## src/rtl/mfp_als_spi_pkg.sv

```systemverilog
// -----------------------------------------------------------------------------
// mfp_als_spi_pkg
// Shared definitions for the PmodALS (ADC081S021) SPI sampler:
//   - als_state_e : sampler FSM states
//   - ALS_DATA_MSB/LSB, ALS_VALUE_W : position and width of the light value
//     inside the 16-bit frame
//   - frame_has_err() : flags non-zero leading/trailing frame bits
// -----------------------------------------------------------------------------
package mfp_als_spi_pkg;

  typedef enum logic [2:0] {
    IDLE,
    CS_SETUP,
    SHIFT,
    CS_HOLD,
    DONE
  } als_state_e;

  localparam int ALS_FRAME_W  = 16;
  localparam int ALS_DATA_MSB = 12;
  localparam int ALS_DATA_LSB = 5;
  localparam int ALS_VALUE_W  = ALS_DATA_MSB - ALS_DATA_LSB + 1;

  // The ADC sends three leading zeros and four trailing zeros around the
  // data byte; anything else there means a broken or mis-timed frame.
  // Bit 4 is not inspected.
  function automatic logic frame_has_err(input logic [ALS_FRAME_W-1:0] f);
    return (|f[ALS_FRAME_W-1:ALS_DATA_MSB+1]) | (|f[ALS_DATA_LSB-2:0]);
  endfunction

endpackage

```

## src/rtl/mfp_als_spi_clk_gen.sv

```systemverilog
// -----------------------------------------------------------------------------
// mfp_als_spi_clk_gen
// SCK half-period divider for the ALS sampler (CPOL=1).
//   clk         in  system clock
//   reset       in  synchronous reset, active-high
//   enable      in  high for every cycle SCK may toggle
//   sck         out SPI clock; held high while enable is low
//   rise_strobe out one-cycle pulse in the first cycle SCK is high after a
//                   rising edge (the cycle the data bit is sampled)
// The first enabled edge drives SCK low, so SCK goes low first and each
// level then lasts CLK_DIV cycles.
// -----------------------------------------------------------------------------
module mfp_als_spi_clk_gen #(
  parameter int CLK_DIV = 25
) (
  input  logic clk,
  input  logic reset,
  input  logic enable,
  output logic sck,
  output logic rise_strobe
);

  localparam logic [7:0] DIV_LAST = 8'(CLK_DIV - 1);

  logic [7:0] div_cnt;

  // NOTE: sequential state uses non-blocking assignments so every flop
  // samples the pre-edge value of its inputs regardless of statement order.
  always_ff @(posedge clk) begin
    if (reset) begin
      div_cnt     <= DIV_LAST;
      sck         <= 1'b1;
      rise_strobe <= 1'b0;
    end else if (!enable) begin
      // Parked at the terminal count so the first enabled edge toggles.
      div_cnt     <= DIV_LAST;
      sck         <= 1'b1;
      rise_strobe <= 1'b0;
    end else begin
      rise_strobe <= (div_cnt == DIV_LAST) && !sck;
      if (div_cnt == DIV_LAST) begin
        div_cnt <= '0;
        sck     <= ~sck;
      end else begin
        div_cnt <= div_cnt + 8'd1;
      end
    end
  end

endmodule

```

## src/rtl/mfp_als_spi_sampler.sv

```systemverilog
// -----------------------------------------------------------------------------
// mfp_als_spi_sampler
// Periodic SPI master for the PmodALS ambient-light sensor. Every
// SAMPLE_PERIOD cycles it runs one FRAME_BITS-bit frame, extracts the 8-bit
// light value and flags malformed frames.
//   clk        in  system clock
//   SI_Reset   in  synchronous reset, active-high
//   spi_cs_n   out sensor chip select, active-low
//   spi_sck    out SPI clock, idles high
//   spi_sdo    in  sensor data (asynchronous, 2-flop synchronised)
//   value      out last accepted light value (frame bits 12..5)
//   valid      out one-cycle pulse when value updates
//   frame_err  out sticky malformed-frame flag, cleared by SI_Reset only
//   busy       out high while spi_cs_n is low
// Optional build macro MFP_ALS_SPI_AVG_EN: value becomes a 4-deep running
// average of the raw samples; otherwise value is the raw sample.
// -----------------------------------------------------------------------------
module mfp_als_spi_sampler
  import mfp_als_spi_pkg::*;
#(
  parameter int CLK_DIV       = 25,
  parameter int SAMPLE_PERIOD = 50000,
  parameter int FRAME_BITS    = 16
) (
  input  logic                   clk,
  input  logic                   SI_Reset,
  output logic                   spi_cs_n,
  output logic                   spi_sck,
  input  logic                   spi_sdo,
  output logic [ALS_VALUE_W-1:0] value,
  output logic                   valid,
  output logic                   frame_err,
  output logic                   busy
);

  localparam int         PW       = $clog2(SAMPLE_PERIOD + 1);
  localparam int         BW       = $clog2(FRAME_BITS + 1);
  localparam logic [7:0] DIV_LAST = 8'(CLK_DIV - 1);

  als_state_e            state, next_state;
  logic [PW-1:0]         period_cnt;
  logic                  period_expire;
  logic [7:0]            timer;
  logic [BW-1:0]         bit_cnt;
  logic [FRAME_BITS-1:0] shreg;
  logic                  sdo_meta, sdo_sync;
  logic                  sck_enable, rise_strobe;
  logic [ALS_VALUE_W-1:0] sample, value_next;

  assign period_expire = (period_cnt == PW'(SAMPLE_PERIOD - 1));
  assign sample        = shreg[ALS_DATA_MSB:ALS_DATA_LSB];
  assign busy          = ~spi_cs_n;
  assign sck_enable    = (next_state == SHIFT);

  mfp_als_spi_clk_gen #(
    .CLK_DIV(CLK_DIV)
  ) u_clk_gen (
    .clk        (clk),
    .reset      (SI_Reset),
    .enable     (sck_enable),
    .sck        (spi_sck),
    .rise_strobe(rise_strobe)
  );

  always_ff @(posedge clk) begin
    if (SI_Reset) state <= IDLE;
    else          state <= next_state;
  end

  // NOTE: next_state is given a default before the case so no path through
  // this block leaves it unassigned, which would infer a latch.
  always_comb begin
    next_state = state;
    unique case (state)
      IDLE:     if (period_expire) next_state = CS_SETUP;
      CS_SETUP: if (timer == DIV_LAST) next_state = SHIFT;
      // The timer restarts at each rise strobe, so after the last bit it
      // runs out exactly when the final high half-period ends.
      SHIFT:    if ((bit_cnt == BW'(FRAME_BITS)) && (timer == DIV_LAST))
                  next_state = CS_HOLD;
      CS_HOLD:  if (timer == DIV_LAST) next_state = DONE;
      DONE:     next_state = IDLE;
      default:  next_state = IDLE;
    endcase
  end

  always_ff @(posedge clk) begin
    if (SI_Reset) begin
      sdo_meta   <= 1'b0;
      sdo_sync   <= 1'b0;
      period_cnt <= '0;
      timer      <= '0;
      bit_cnt    <= '0;
      shreg      <= '0;
      spi_cs_n   <= 1'b1;
      valid      <= 1'b0;
      value      <= '0;
      frame_err  <= 1'b0;
    end else begin
      sdo_meta <= spi_sdo;
      sdo_sync <= sdo_meta;

      // Free-running in every state so the frame rate is exact.
      period_cnt <= period_expire ? '0 : period_cnt + PW'(1);

      if (next_state != state)                timer <= '0;
      else if (state == SHIFT && rise_strobe) timer <= 8'd1;
      else                                    timer <= timer + 8'd1;

      if (state == IDLE)    bit_cnt <= '0;
      else if (rise_strobe) bit_cnt <= bit_cnt + BW'(1);

      if (rise_strobe) shreg <= {shreg[FRAME_BITS-2:0], sdo_sync};

      spi_cs_n <= !(next_state inside {CS_SETUP, SHIFT, CS_HOLD});
      valid    <= (state == DONE);

      if (state == DONE) begin
        value     <= value_next;
        frame_err <= frame_err | frame_has_err(shreg);
      end
    end
  end

`ifdef MFP_ALS_SPI_AVG_EN
  logic [ALS_VALUE_W-1:0] hist0, hist1, hist2;
  logic                   hist_ok;
  logic [ALS_VALUE_W+1:0] avg_sum;

  always_comb begin
    avg_sum    = (ALS_VALUE_W+2)'(sample) + (ALS_VALUE_W+2)'(hist0)
               + (ALS_VALUE_W+2)'(hist1)  + (ALS_VALUE_W+2)'(hist2);
    value_next = hist_ok ? avg_sum[ALS_VALUE_W+1:2] : sample;
  end

  always_ff @(posedge clk) begin
    if (SI_Reset)           hist_ok <= 1'b0;
    else if (state == DONE) hist_ok <= 1'b1;
  end

  // NOTE: the history slots carry no reset; hist_ok marks them stale, and
  // the first frame after reset overwrites all of them before they are used.
  always_ff @(posedge clk) begin
    if (state == DONE) begin
      hist0 <= sample;
      hist1 <= hist_ok ? hist0 : sample;
      hist2 <= hist_ok ? hist1 : sample;
    end
  end
`else
  assign value_next = sample;
`endif

endmodule

```

## config.mk

```make
export PLATFORM = sky130hd
export DESIGN_NAME = mfp_als_spi_sampler
export DESIGN_NICKNAME = d
export VERILOG_FILES = /design/src/rtl/mfp_als_spi_pkg.sv /design/src/rtl/mfp_als_spi_clk_gen.sv /design/src/rtl/mfp_als_spi_sampler.sv
export SDC_FILE = /design/constraint.sdc
export NUM_CORES = 1
export LEC_CHECK = 0
export CAP_MARGIN = 20
export CELL_PAD_IN_SITES_DETAIL_PLACEMENT = 1
export CELL_PAD_IN_SITES_GLOBAL_PLACEMENT = 1
export CORE_AREA = 2 2 77 79
export CTS_BUF_LIST = sky130_fd_sc_hd__clkbuf_8
export DETAILED_ROUTE_END_ITERATION = 6
export DIE_AREA = 0 0 79 81
export DONT_BUFFER_PORTS = 1
export GPL_ROUTABILITY_DRIVEN = 0
export HOLD_SLACK_MARGIN = 0.1
export MAX_ROUTING_LAYER = met4
export PLACE_DENSITY_LB_ADDON = 0.3
export SLEW_MARGIN = 20
export SYNTH_ARGS = -nofsm -noshare
export SYNTH_HDL_FRONTEND = slang
export SYNTH_SLANG_ARGS = --single-unit
```

## constraint.sdc

```tcl
create_clock -name clk -period 4.6 [get_ports clk]
set_input_delay 0.92 -clock clk [delete_from_list [all_inputs] [get_ports clk]]
set_output_delay 0.92 -clock clk [all_outputs]
set_load 0.005 [all_outputs]
```

# ---- After elaboration in Yosys (flattened, before gate mapping)
# Cells that the tools add are included.
dict set report totals {
  register_bits 71
  latchBits 0
  ram_bits 0
  mem_bits_ro 0
  in_bits 3
  output_inout_bits 13
  mem_count 0
}
dict set report classes {
  addsub 4
  mul 0
  n_div 0
  n_lt_le_gt_ge 0
  eq_ne 12
  shift 0
  muxes 7
  n_bitwise 5
  reduce_logical 15
}
# operator n
set op_table {}
lappend op_table {{16-bit by 1-bit adder with 16-bit output (second input constant)} 1}
lappend op_table {{8-bit by 1-bit adder with 8-bit output (second input constant)} 2}
lappend op_table {{16-bit == test (second input constant)} 1}
lappend op_table {{8-bit by 5-bit == test with 1-bit output (second input constant)} 2}
lappend op_table {{3-bit by 2-bit == test with 1-bit output (second input constant)} 4}
lappend op_table {{3-bit two-way mux} 4}
lappend op_table {{3-bit case mux with 4 select lines} 1}
lappend op_table {{3-bit OR reduction} 3}
lappend op_table {{2-bit OR reduction} 4}
lappend op_table {{3-bit by 1-bit == test with 1-bit output (second input constant)} 2}
lappend op_table {{5-bit by 1-bit adder with 5-bit output (second input constant)} 1}
lappend op_table {{5-bit == test (second input constant)} 1}
lappend op_table {{5-bit two-way mux} 1}
lappend op_table {{4-bit OR reduction} 1}
lappend op_table {{3-bit == test (second input constant)} 1}
lappend op_table {{1-bit logical AND} 3}
lappend op_table {{3-bit logical NOT} 1}
lappend op_table {{3-bit inequality test} 1}
lappend op_table {{1-bit inverter} 3}
lappend op_table {{3-bit nonzero test} 1}
lappend op_table {{1-bit logical NOT} 2}
lappend op_table {{1-bit OR} 2}
lappend op_table {{1-bit two-way mux} 1}

# ---- Logic depth before layout (Yosys ltp)
# Gate-level depths: netlist (run 1).
dict set report logic_depth {
  ltp_word 7
  depth_mapped 7
}

# ---- Modules after synthesis
# A second synthesis (run 1) with hierarchy kept.
dict set report hier_totals {
  hier_cells 322
  area_unflattened_um2 2929.1
}
# module instances cells_each area_per_inst_um2 seq_area_each_um2
set by_module_without_submodules {}
lappend by_module_without_submodules {mfp_als_spi_sampler 1 275 2503.7 1221.2}
lappend by_module_without_submodules {mfp_als_spi_clk_gen 1 47 425.4 200.2}

# ---- Least setup slack after synthesis (run 1)
# No wires, ideal clock.
dict set report synth_timing {
  path_type {in2reg}
  from {input SI_Reset}
  to {register timer[0]}
  t_arrival_ps 1908
  required_time_ps 4520
  path_slack_ps 2612
  stages 4
  n_path_buf 1
  path_cell_list {or2_2 > clkbuf_1 > a211o_2 > nor3b_1}
}
dict set report synth_via {
  elab_chain_len 1
}
# element line
set synth_rtl {}
lappend synth_rtl {{start: declaration} mfp_als_spi_sampler.sv:26} ;# input logic SI_Reset,
lappend synth_rtl {{2-bit OR reduction (no line)} -}
lappend synth_rtl {{end signal: assignment} mfp_als_spi_sampler.sv:108} ;# else timer <= timer + 8'd1;
lappend synth_rtl {{end: declaration} mfp_als_spi_sampler.sv:43} ;# logic [7:0] timer;
# No other way between the ends.
# A chain may end at the register's enable or synchronous reset.

# ---- Worst setup path in the final report (run 1)
dict set report layout_timing {
  from {register period_cnt[11]}
  to {register period_cnt[6]}
}
dict set report layout_via {
  elab_chain_len 2
}
# element line
set layout_rtl {}
lappend layout_rtl {{start: declaration} mfp_als_spi_sampler.sv:41} ;# logic [PW-1:0] period_cnt;
lappend layout_rtl {{start signal: assignment} mfp_als_spi_sampler.sv:104} ;# period_cnt <= period_expire ? '0 : period_cnt + PW'(1);
lappend layout_rtl {{16-bit == test} mfp_als_spi_sampler.sv:50} ;# assign period_expire = (period_cnt == PW'(SAMPLE_PERIOD - 1));
lappend layout_rtl {{2-bit OR reduction (no line)} -}
# No other way between the ends.

==> impl_metrics.toml, run 1 <==
[cells_and_area]
diodes = 0
fin_nets = 330
area_growth_pct = 8.00
drive_gt1_share_pct = 8.00
fin_util_pct = 56.5

[synth]
synth-main-ff-cell = "dfxtp_1"
synth-warning-count = 0
synth_seq_area_share_pct = 47.9
ys_types = 48
synthTopCellsByArea = "dfxtp_1 48%, mux2i_1 5.7%, nor2_1 5.7%, xnor2_1 4.7%, nand2_1 4.2%"
synth_top_area_share_pct = 47.9
synth_top_cell_by_area = "dfxtp_1"
syn_inst = 321
async_reset_ff_share_pct = 0
ys_ff_latch = 71
avgSynthCellArea_um2 = 9.25
synth_enable_flop_cells = 0
synth_area_um2 = 2970
synth.most_common_cell = "dfxtp_1"
syn-num-nets = 331
ys_top_cells_by_count = "71 x dfxtp_1, 45 x nor2_1, 33 x nand2_1"

[pwr]
switching_power_uw = 277
peakVddDrop_v = 0.000196
power.internal_uw = 883
seq_power_share_pct = 53.8
comb_power_share_pct = 1.7
switching_share_pct = 23.9
power_leakage_nw = 1.11
clkPwrFrac_pct = 44.5
power_density_nw_per_um2 = 362

[floorplan]
core_region_area_um2 = 5680
num_rows = 28
die_area_um2 = 6400
initial_utilization_pct = 52.3
die_h_um = 81
ios = 16
die_x_um = 79

[grt]
grt_usage_pct = 20.8
grt_pass1_wl_um = 10000
overflow = 0
grt_pass1_vias = 2179
antenna_found_initial = 0
grt_max_degree = 33

[clocking]
clock-sinks = 71
path_clk_slew_ns = 0.08
clk_path_buf_depth = 2
hold_buffers = 0
htreeDepth = 3
cts-resized-gates = 0
cts_root_buf = "clkbuf_8"
cts_made_buffers = 9
postCtsSetupRepairBufs = 0
tritoncts = "done"
clk_latency_ns = 0.35

[place]
portBuffers = 0
dp_hpwl_um = 3960

[critical_path]
r2r-start = "period_cnt[11]$_SDFF_PP0_"
critPathArrivalTime_ns = 2.21
start_kind = "flip-flop"
crit_type = "reg -> reg"
worstPathRequired_ns = 4.81
reg2reg_slack_ns = 2.60
end_kind = "flip-flop"
path_max_fanout = 15
startpoint = "period_cnt[11]$_SDFF_PP0_"

[detailed_routing]
ant_nets = 0
routed_wl_um = 5760
drt-initial-drc-count = 52
first_pass_iters = 4
viasPerCell = 5.39
vias = 2157
drc_errors = 0
wl_per_cell_um = 14.4

[sta]
drv_slew = 0
fin_crit_sh_pct = 43.5
rsz0062_at_grt = "no"
tightest_slew_ns = 0.636
setup_viol = 0
fmax_mhz = 499
hold_violations = 0
skew_ns = 0.0134
max-slew-margin-rel_pct = 57.6
final.setup.tns_ns = 0
layout_min_cycle_time_ns = 2.00

[hold_path]
hold_start = "sdo_meta$_SDFF_PP0_"
hold_class = "reg -> reg"

[run]
drv_cap = 0

[outcome]
run_status = "complete, no violations"
kinds of logic (layout without fill, tap and decap cells):
| logic type | after synthesis | in the layout | share of synthesized area [%] |
|---|---|---|---|
| XOR/XNOR | 28 | 28 | 8.26 |
| adder cells (fa/ha/maj) | 7 | 7 | 2.95 |
| multiplexers | 17 | 17 | 5.73 |
| AO/OA/AOI/OAI | 24 | 24 | 5.81 |
| buffers and inverters | 25 | 29 | 3.66 |
| flip-flops | 71 | 71 | 47.9 |
| AND/OR/NAND/NOR | 149 | 149 | 25.7 |
metrics by stage:
stage,cell area (um2),std cells,power (mW),setup slack [ns],hold WS (ns)
final,3210,400,1.16,2.60,0.457
after CTS,3210,400,1.17,2.55,0.466
after floorplan,2970,321,0.658,2.61,0.414
after global placement,3000,384,0.657,2.63,0.443
after detailed placement,3000,384,0.658,2.57,0.451
after global routing,3210,400,1.20,2.39,0.463
routing by layer:
layer	global-route usage [%]	up-vias	part of all wire, %
li1	-	1089	-
met1	24.2	1034	47
met2	34.7	24	49
met3	4.33	10	2.1
met4	9.31	0	2.0
met5	-	-	0
power groups by stage:
| stage | clock (mW) | combinational (mW) | sequential (mW) |
|---|---|---|---|
| 5_1_grt | 0.548 | 0.0217 | 0.626 |
| 2_1_floorplan | 0 | 0.0198 | 0.638 |
| 3_5_place_dp | 0 | 0.0190 | 0.639 |
| 4_1_cts | 0.525 | 0.0197 | 0.625 |
| 6_report | 0.516 | 0.0194 | 0.625 |
| 3_3_place_gp | 0 | 0.0183 | 0.639 |
state kept, by name (all words and copies together), names as in the netlist, 3 cells and up:
register,count
value,8
state,3
timer,8
period_cnt,16
u_clk_gen.div_cnt,8
bit_cnt,5
shreg,16
worst max-delay path, stage by stage (launching register included):
cell and delay, ns:
dfxtp_1 0.36, or4_4 0.54, nor4_4 0.35, or2_1 0.51
nor2_1 0.12
cell type report:
| cell class | instances | area, um2 |
|---|---|---|
| clock buffers | 9 | 124 |
| clock inverters | 7 | 78.8 |
| fillers | 658 | 2470 |
| inverters | 13 | 48.8 |
| multi-input cells | 225 | 1440 |
| flip-flops and latches | 71 | 1420 |
| well taps | 75 | 93.8 |
final timing paths:
path / end / cells past startpoint
max: period_cnt[6]$_SDFF_PP0_ / 4
min: sdo_sync$_SDFF_PP0_ / 1
max reg2reg: period_cnt[6]$_SDFF_PP0_ / 4
min reg2reg: sdo_sync$_SDFF_PP0_ / 1
layout by cell type, fill, tap and decap left out, types with 7 or more instances in the layout:
cell type and instances:
a21oi_1 12, clkbuf_8 9, dfxtp_1 70, ha_1 7, inv_1 13, mux2i_1 17, nand2_1 33, nand3_1 12
nand4_1 8, nor2_1 45, nor3_1 14, xnor2_1 16, xor2_1 12
Power figures use the tool's default switching activity.
==> run 2: changes to the inputs <==
--- a/config.mk
+++ b/config.mk
@@ -5,13 +5,14 @@
 export SDC_FILE = /design/constraint.sdc
 export NUM_CORES = 1
 export LEC_CHECK = 0
+export ABC_AREA = 1
 export CAP_MARGIN = 20
 export CELL_PAD_IN_SITES_DETAIL_PLACEMENT = 1
 export CELL_PAD_IN_SITES_GLOBAL_PLACEMENT = 1
-export CORE_AREA = 2 2 77 79
+export CORE_AREA = 2 2 82 84
 export CTS_BUF_LIST = sky130_fd_sc_hd__clkbuf_8
 export DETAILED_ROUTE_END_ITERATION = 6
-export DIE_AREA = 0 0 79 81
+export DIE_AREA = 0 0 84 86
 export DONT_BUFFER_PORTS = 1
 export GPL_ROUTABILITY_DRIVEN = 0
 export HOLD_SLACK_MARGIN = 0.1
==> constraint.sdc (replaced) <==
create_clock -name clk -period 1.99 [get_ports clk]
set_input_delay 0.398 -clock clk [delete_from_list [all_inputs] [get_ports clk]]
set_output_delay 0.398 -clock clk [all_outputs]
set_load 0.005 [all_outputs]
==> impl_metrics.toml, run 2 <==
[floorplan]
initial_utilization_pct = 47.5
num_rows = 29
die_h_um = 86
ios = 16
die_x_um = 84
die_area_um2 = 7220
core_region_area_um2 = 6280

[pwr]
clkPwrFrac_pct = 42.0
power.internal_mw = 2.00
switching_power_uw = 584
seq_power_share_pct = 55.8
peakVddDrop_v = 0.000433
switching_share_pct = 22.6
power_density_nw_per_um2 = 787
p_total_mw = 2.58
comb_power_share_pct = 2.2
power_leakage_nw = 1.43

[detailed_routing]
drc_errors = 0
first_pass_iters = 4
viasPerCell = 5.11
wl_per_cell_um = 13.6
vias = 2516
drt-initial-drc-count = 61
ant_nets = 0
routed_wl_um = 6670

[critical_path]
path_delay_family = "simple AND/OR/NAND/NOR gates"
start_kind = "flip-flop"
rr_endpoint = "period_cnt[6]$_SDFF_PP0_"
path_cells = "ha_1 -> nand3_1 -> nor2_2 -> nand3_1 -> nand2_1 -> buf_4 -> nor2_1"
worstRegToRegCells = 7
end_kind = "flip-flop"
crit_slowest_cell = "dfxtp_1"
r2r-start = "period_cnt[0]$_SDFF_PP0_"
crit_type = "reg -> reg"
path_buf_inv = 1
worstPathRequired_ns = 2.23
reg2reg_slack_ns = 0.32
critPathArrivalTime_ns = 1.91
path_max_fanout = 11
crit_path_max_incr_delay_ns = 0.37
crit_top_cell = "nand3_1"

[synth]
syn_inst = 400
synth_area_um2 = 2980
synth-warning-count = 0
avgSynthCellArea_um2 = 7.45
ys_ff_latch = 71
async_reset_ff_share_pct = 0
synth-main-ff-cell = "dfxtp_1"
ys_types = 29
syn-num-nets = 410
synth.most_common_cell = "nor2_1"
synth_top_area_share_pct = 47.7
synth_enable_flop_cells = 0
synth_top_cell_by_area = "dfxtp_1"
synthTopCellsByArea = "dfxtp_1 48%, nor2_1 13%, nand2_1 6.6%, inv_1 5.0%, o21ai_0 4.7%"
ys_top_cells_by_count = "106 x nor2_1, 71 x dfxtp_1, 52 x nand2_1"
synth_seq_area_share_pct = 47.7

[sta]
final.setup.tns_ns = 0
tightest_slew_ns = 0.785
layout_min_cycle_time_ns = 1.67
skew_ns = 0.00756
drv_slew = 0
hold-worst-slack_ns = 0.111
max-slew-margin-rel_pct = 47.1
setup_viol = 0
fin_crit_sh_pct = 83.8
fmax_mhz = 599
rsz0062_at_grt = "no"
hold_violations = 0
layout_setup_ws_ns = 0.322

[cells_and_area]
diodes = 0
finalInstanceArea_um2 = 3280
drive_gt1_share_pct = 10.1
area_growth_pct = 10.1
fin_nets = 421
final_cell_mix = "106 x nor2_1, 71 x dfxtp_1, 52 x nand2_1, 40 x inv_1, 28 x o21ai_0"
nFillCells = 822
top_regs = "period_cnt x16, shreg x16"
final_common_cell = "nor2_1"

[hold_path]
hold_start = "SI_Reset"
hold_class = "in -> reg"
hold_depth = 1
min_to = "sdo_sync$_SDFF_PP0_"

[clocking]
cts_made_buffers = 9
clk_latency_ns = 0.35
clk_path_buf_depth = 2
path_clk_slew_ns = 0.07
clock-sinks = 71
tritoncts = "done"
cts_root_buf = "clkbuf_8"
htreeDepth = 3

[grt]
grt_usage_pct = 21.1
grt_pass1_wl_um = 11800
overflow = 0
grt_pass1_vias = 2647
grt_max_degree = 28
antenna_found_initial = 0

[outcome]
run_status = "complete, no violations"

[place]
dp_hpwl_um = 4720
portBuffers = 0
dpl_cell_area_um2 = 3090
place_ws_ns = 0.309

[run]
drv_cap = 0
## run 2: changes by cell type in the layout (fill, tap and decap cells not counted), sizes merged, moves of 13 or more
cell	delta
inv	+26
mux2i	-17
nand2	+26
nor2	+67
o21ai	+26
xnor2	-13
## run 2: layout make-up
class | count | area, um2 | share of cell area (%)
Clock buffer | 12 | 165 | 5.04
Clock inverter | 3 | 17.5 | 0.534
Inverter | 46 | 174 | 5.30
Multi-Input combinational cell | 277 | 1360 | 41.4
Sequential cell | 71 | 1420 | 43.3
Tap cell | 77 | 96.3 | 2.94
Timing Repair Buffer | 6 | 47.5 | 1.45
## run 2: stage by stage
stage	std cells	util (%)
floorplan	400	-
global route	492	52.2
finish	492	52.2
CTS	492	52.2
detailed placement	476	49.2
global placement	476	49.2
## run 2: logic make-up after synthesis
logic type,Yosys count,share of synthesized area (%)
XOR/XNOR,13,3.82
adder cells (fa/ha/maj),7,2.94
buffers and inverters,52,6.72
AO/OA/AOI/OAI,46,7.85
AND/OR/NAND/NOR,211,31.0
flip-flops,71,47.7
## run 2: what timing repair did
item | 4_1_cts | 5_1_grt
endpoints found under the hold margin | 2 | 0
setup buffers | 0 | 0
gates resized for setup | 0 | 0
endpoints found under the setup margin | 0 | 0
hold buffers | 1 | 0
## run 2: layer usage
layer	wire length [um]	share of wire (%)	track usage, %
met1	3090	46	24.5
met2	3290	49	35.6
met3	113	1.7	2.89
met4	168	2.5	11.4
met5	0	0	-
## run 2: worst register-to-register path, delay by kind of cell (launching register included)
family	cells	cell delay (ns)
adders and majority gates	1	0.20
buffers and inverters	1	0.22
DFF	1	0.37
and+or+nand+nor	5	0.77
## run 2: how the worst max path moves through the flow
stage,start,slack [ns],end,depth (start not counted)
2_1_floorplan,period_cnt[0]$_SDFF_PP0_,0.64,timer[2]$_SDFF_PP0_,8
3_3_place_gp,period_cnt[0]$_SDFF_PP0_,0.44,period_cnt[8]$_SDFF_PP0_,7
3_5_place_dp,period_cnt[0]$_SDFF_PP0_,0.31,period_cnt[6]$_SDFF_PP0_,7
4_1_cts,period_cnt[0]$_SDFF_PP0_,0.28,period_cnt[6]$_SDFF_PP0_,7
5_1_grt,period_cnt[0]$_SDFF_PP0_,0.15,period_cnt[6]$_SDFF_PP0_,7
6_report,period_cnt[0]$_SDFF_PP0_,0.32,period_cnt[6]$_SDFF_PP0_,7
## run 2: power by group through the flow
stage | logic [mW] | registers, mW | clock network, mW
3_3_place_gp | 0.0531 | 1.47 | 0
3_5_place_dp | 0.0559 | 1.47 | 0
5_1_grt | 0.0666 | 1.44 | 1.15
4_1_cts | 0.0585 | 1.44 | 1.10
2_1_floorplan | 0.0434 | 1.47 | 0
6_report | 0.0567 | 1.44 | 1.08
==> run 3: changes to the inputs <==
==> constraint.sdc (replaced) <==
create_clock -name clk -period 1.7 [get_ports clk]
set_input_delay 0.34 -clock clk [delete_from_list [all_inputs] [get_ports clk]]
set_output_delay 0.34 -clock clk [all_outputs]
set_load 0.005 [all_outputs]
==> impl_metrics.toml, run 3 (synthesis gave the netlist of run 2 again) <==
[pwr]
p_total_mw = 3.11
power_density_nw_per_um2 = 930
peakVddDrop_v = 0.000661
power_leakage_nw = 1.45

[sta]
tightest_slew_ns = 0.312
final.setup.tns_ns = 0
skew_ns = 0.00688
hold-worst-slack_ns = 0.316
rsz0062_at_grt = "no"
drv_slew = 0
setup_viol = 0
max-slew-margin-rel_pct = 79.1
hold_violations = 0
fmax_mhz = 645
layout_min_cycle_time_ns = 1.55
fin_crit_sh_pct = 91.2

[cells_and_area]
fin_util_pct = 53.3
fin_nets = 424
final_common_cell = "nor2_1"
finalInstanceArea_um2 = 3350
diodes = 0
top_regs = "period_cnt x16, shreg x16"
final_cell_mix = "106 x nor2_1, 70 x dfxtp_1, 52 x nand2_1, 41 x inv_1, 28 x o21ai_0"
area_growth_pct = 12.3
drive_gt1_share_pct = 11.5
nFillCells = 816

[grt]
grt_usage_pct = 20.7
overflow = 0
grt_pass1_wl_um = 11700
grt_max_degree = 25
grt_pass1_vias = 2611
antenna_found_initial = 0

[place]
portBuffers = 0
dp_hpwl_um = 4650
dpl_cell_area_um2 = 3110

[clocking]
clk_path_buf_depth = 2
htreeDepth = 3
tritoncts = "done"
cts_root_buf = "clkbuf_8"
cts_made_buffers = 9
path_clk_slew_ns = 0.07
clock-sinks = 71
clk_latency_ns = 0.33

[detailed_routing]
vias = 2465
routed_wl_um = 6610
viasPerCell = 4.97
drt-initial-drc-count = 40
ant_nets = 0
first_pass_iters = 4
wl_per_cell_um = 13.3
drc_errors = 0

[floorplan]
core_region_area_um2 = 6280
die_h_um = 86
num_rows = 29
die_area_um2 = 7220
initial_utilization_pct = 47.5
die_x_um = 84
ios = 16

[critical_path]
start_kind = "flip-flop"
end_kind = "flip-flop"
critPathArrivalTime_ns = 1.81
path_max_fanout = 6
worstPathRequired_ns = 1.96
crit_type = "reg -> reg"

[hold_path]
hold_class = "in -> reg"

[outcome]
run_status = "complete, no violations"

[run]
drv_cap = 0
[run 3: changes by cell type in the layout (fill, tap and decap cells not counted), sizes merged]
| cell | change |
|---|---|
| buf | +2 |
| clkbuf | -2 |
| clkinvlp | +2 |
| bufinv | +1 |
| clkinv | -1 |
| dlygate4sd3 | +1 |
| inv | +1 |
[run 3: critical path, stage by stage (launching register included)]
cell and delay [ns]:
dfxtp_2 0.34, inv_1 0.08, ha_2 0.20, nand3_2 0.10, nor2_4 0.11, nand2_1 0.08
nand3_1 0.09, nand2_2 0.08, nor2_4 0.19, nand2_4 0.10, nor2_1 0.11
[run 3: layer usage]
layer,track usage [%],vias to the layer above,part of all wire [%]
met3,5.29,9,2.5
met5,-,-,0
li1,-,1283,-
met1,23.2,1152,45
met2,36.4,21,51
met4,6.30,0,1.4
[run 3: what timing repair did]
action                                  CTS  global route
gates resized for setup                   0             4
endpoints found under the setup margin    0            13
setup buffers                             0             1
hold endpoints to repair                  6             0
hold buffers                              2             0
[run 3: power breakdown]
part           total [mW]  internal, mW  leakage, nW  switching [mW]
combinational      0.0800        0.0325        0.783          0.0475
clock                1.34         0.710       0.0957           0.632
sequential           1.69          1.68        0.574          0.0122
total                3.11          2.42         1.45           0.692
[run 3: path summary, 6_finish.rpt]
check | slack, ns | cells past startpoint | end | start
worst min register to register | 0.42 | 2 | sdo_sync$_SDFF_PP0_ | sdo_meta$_SDFF_PP0_
worst min-delay path | 0.32 | 3 | state[1]$_SDFF_PP0_ | SI_Reset
worst max register to register | 0.15 | 10 | u_clk_gen.div_cnt[2]$_SDFF_PP0_ | timer[0]$_SDFF_PP0_
worst max-delay path | 0.15 | 10 | u_clk_gen.div_cnt[2]$_SDFF_PP0_ | timer[0]$_SDFF_PP0_
[run 3: final cells by class]
class	count	area, um2	area share, %
repair buffers	9	85.1	2.54
flip-flops and latches	71	1420	42.5
inverters	46	174	5.20
well taps	77	96.3	2.88
multi-input cells	277	1370	40.9
clock inverters	6	61.3	1.83
clock buffers	10	138	4.11
[run 3: per-stage QoR]
stage	setup slack (ns)	std cells
6_report	0.149	496
5_1_grt	0.00322	496
4_1_cts	0.0845	495
3_5_place_dp	0.165	477
3_3_place_gp	0.239	477
2_1_floorplan	0.350	400
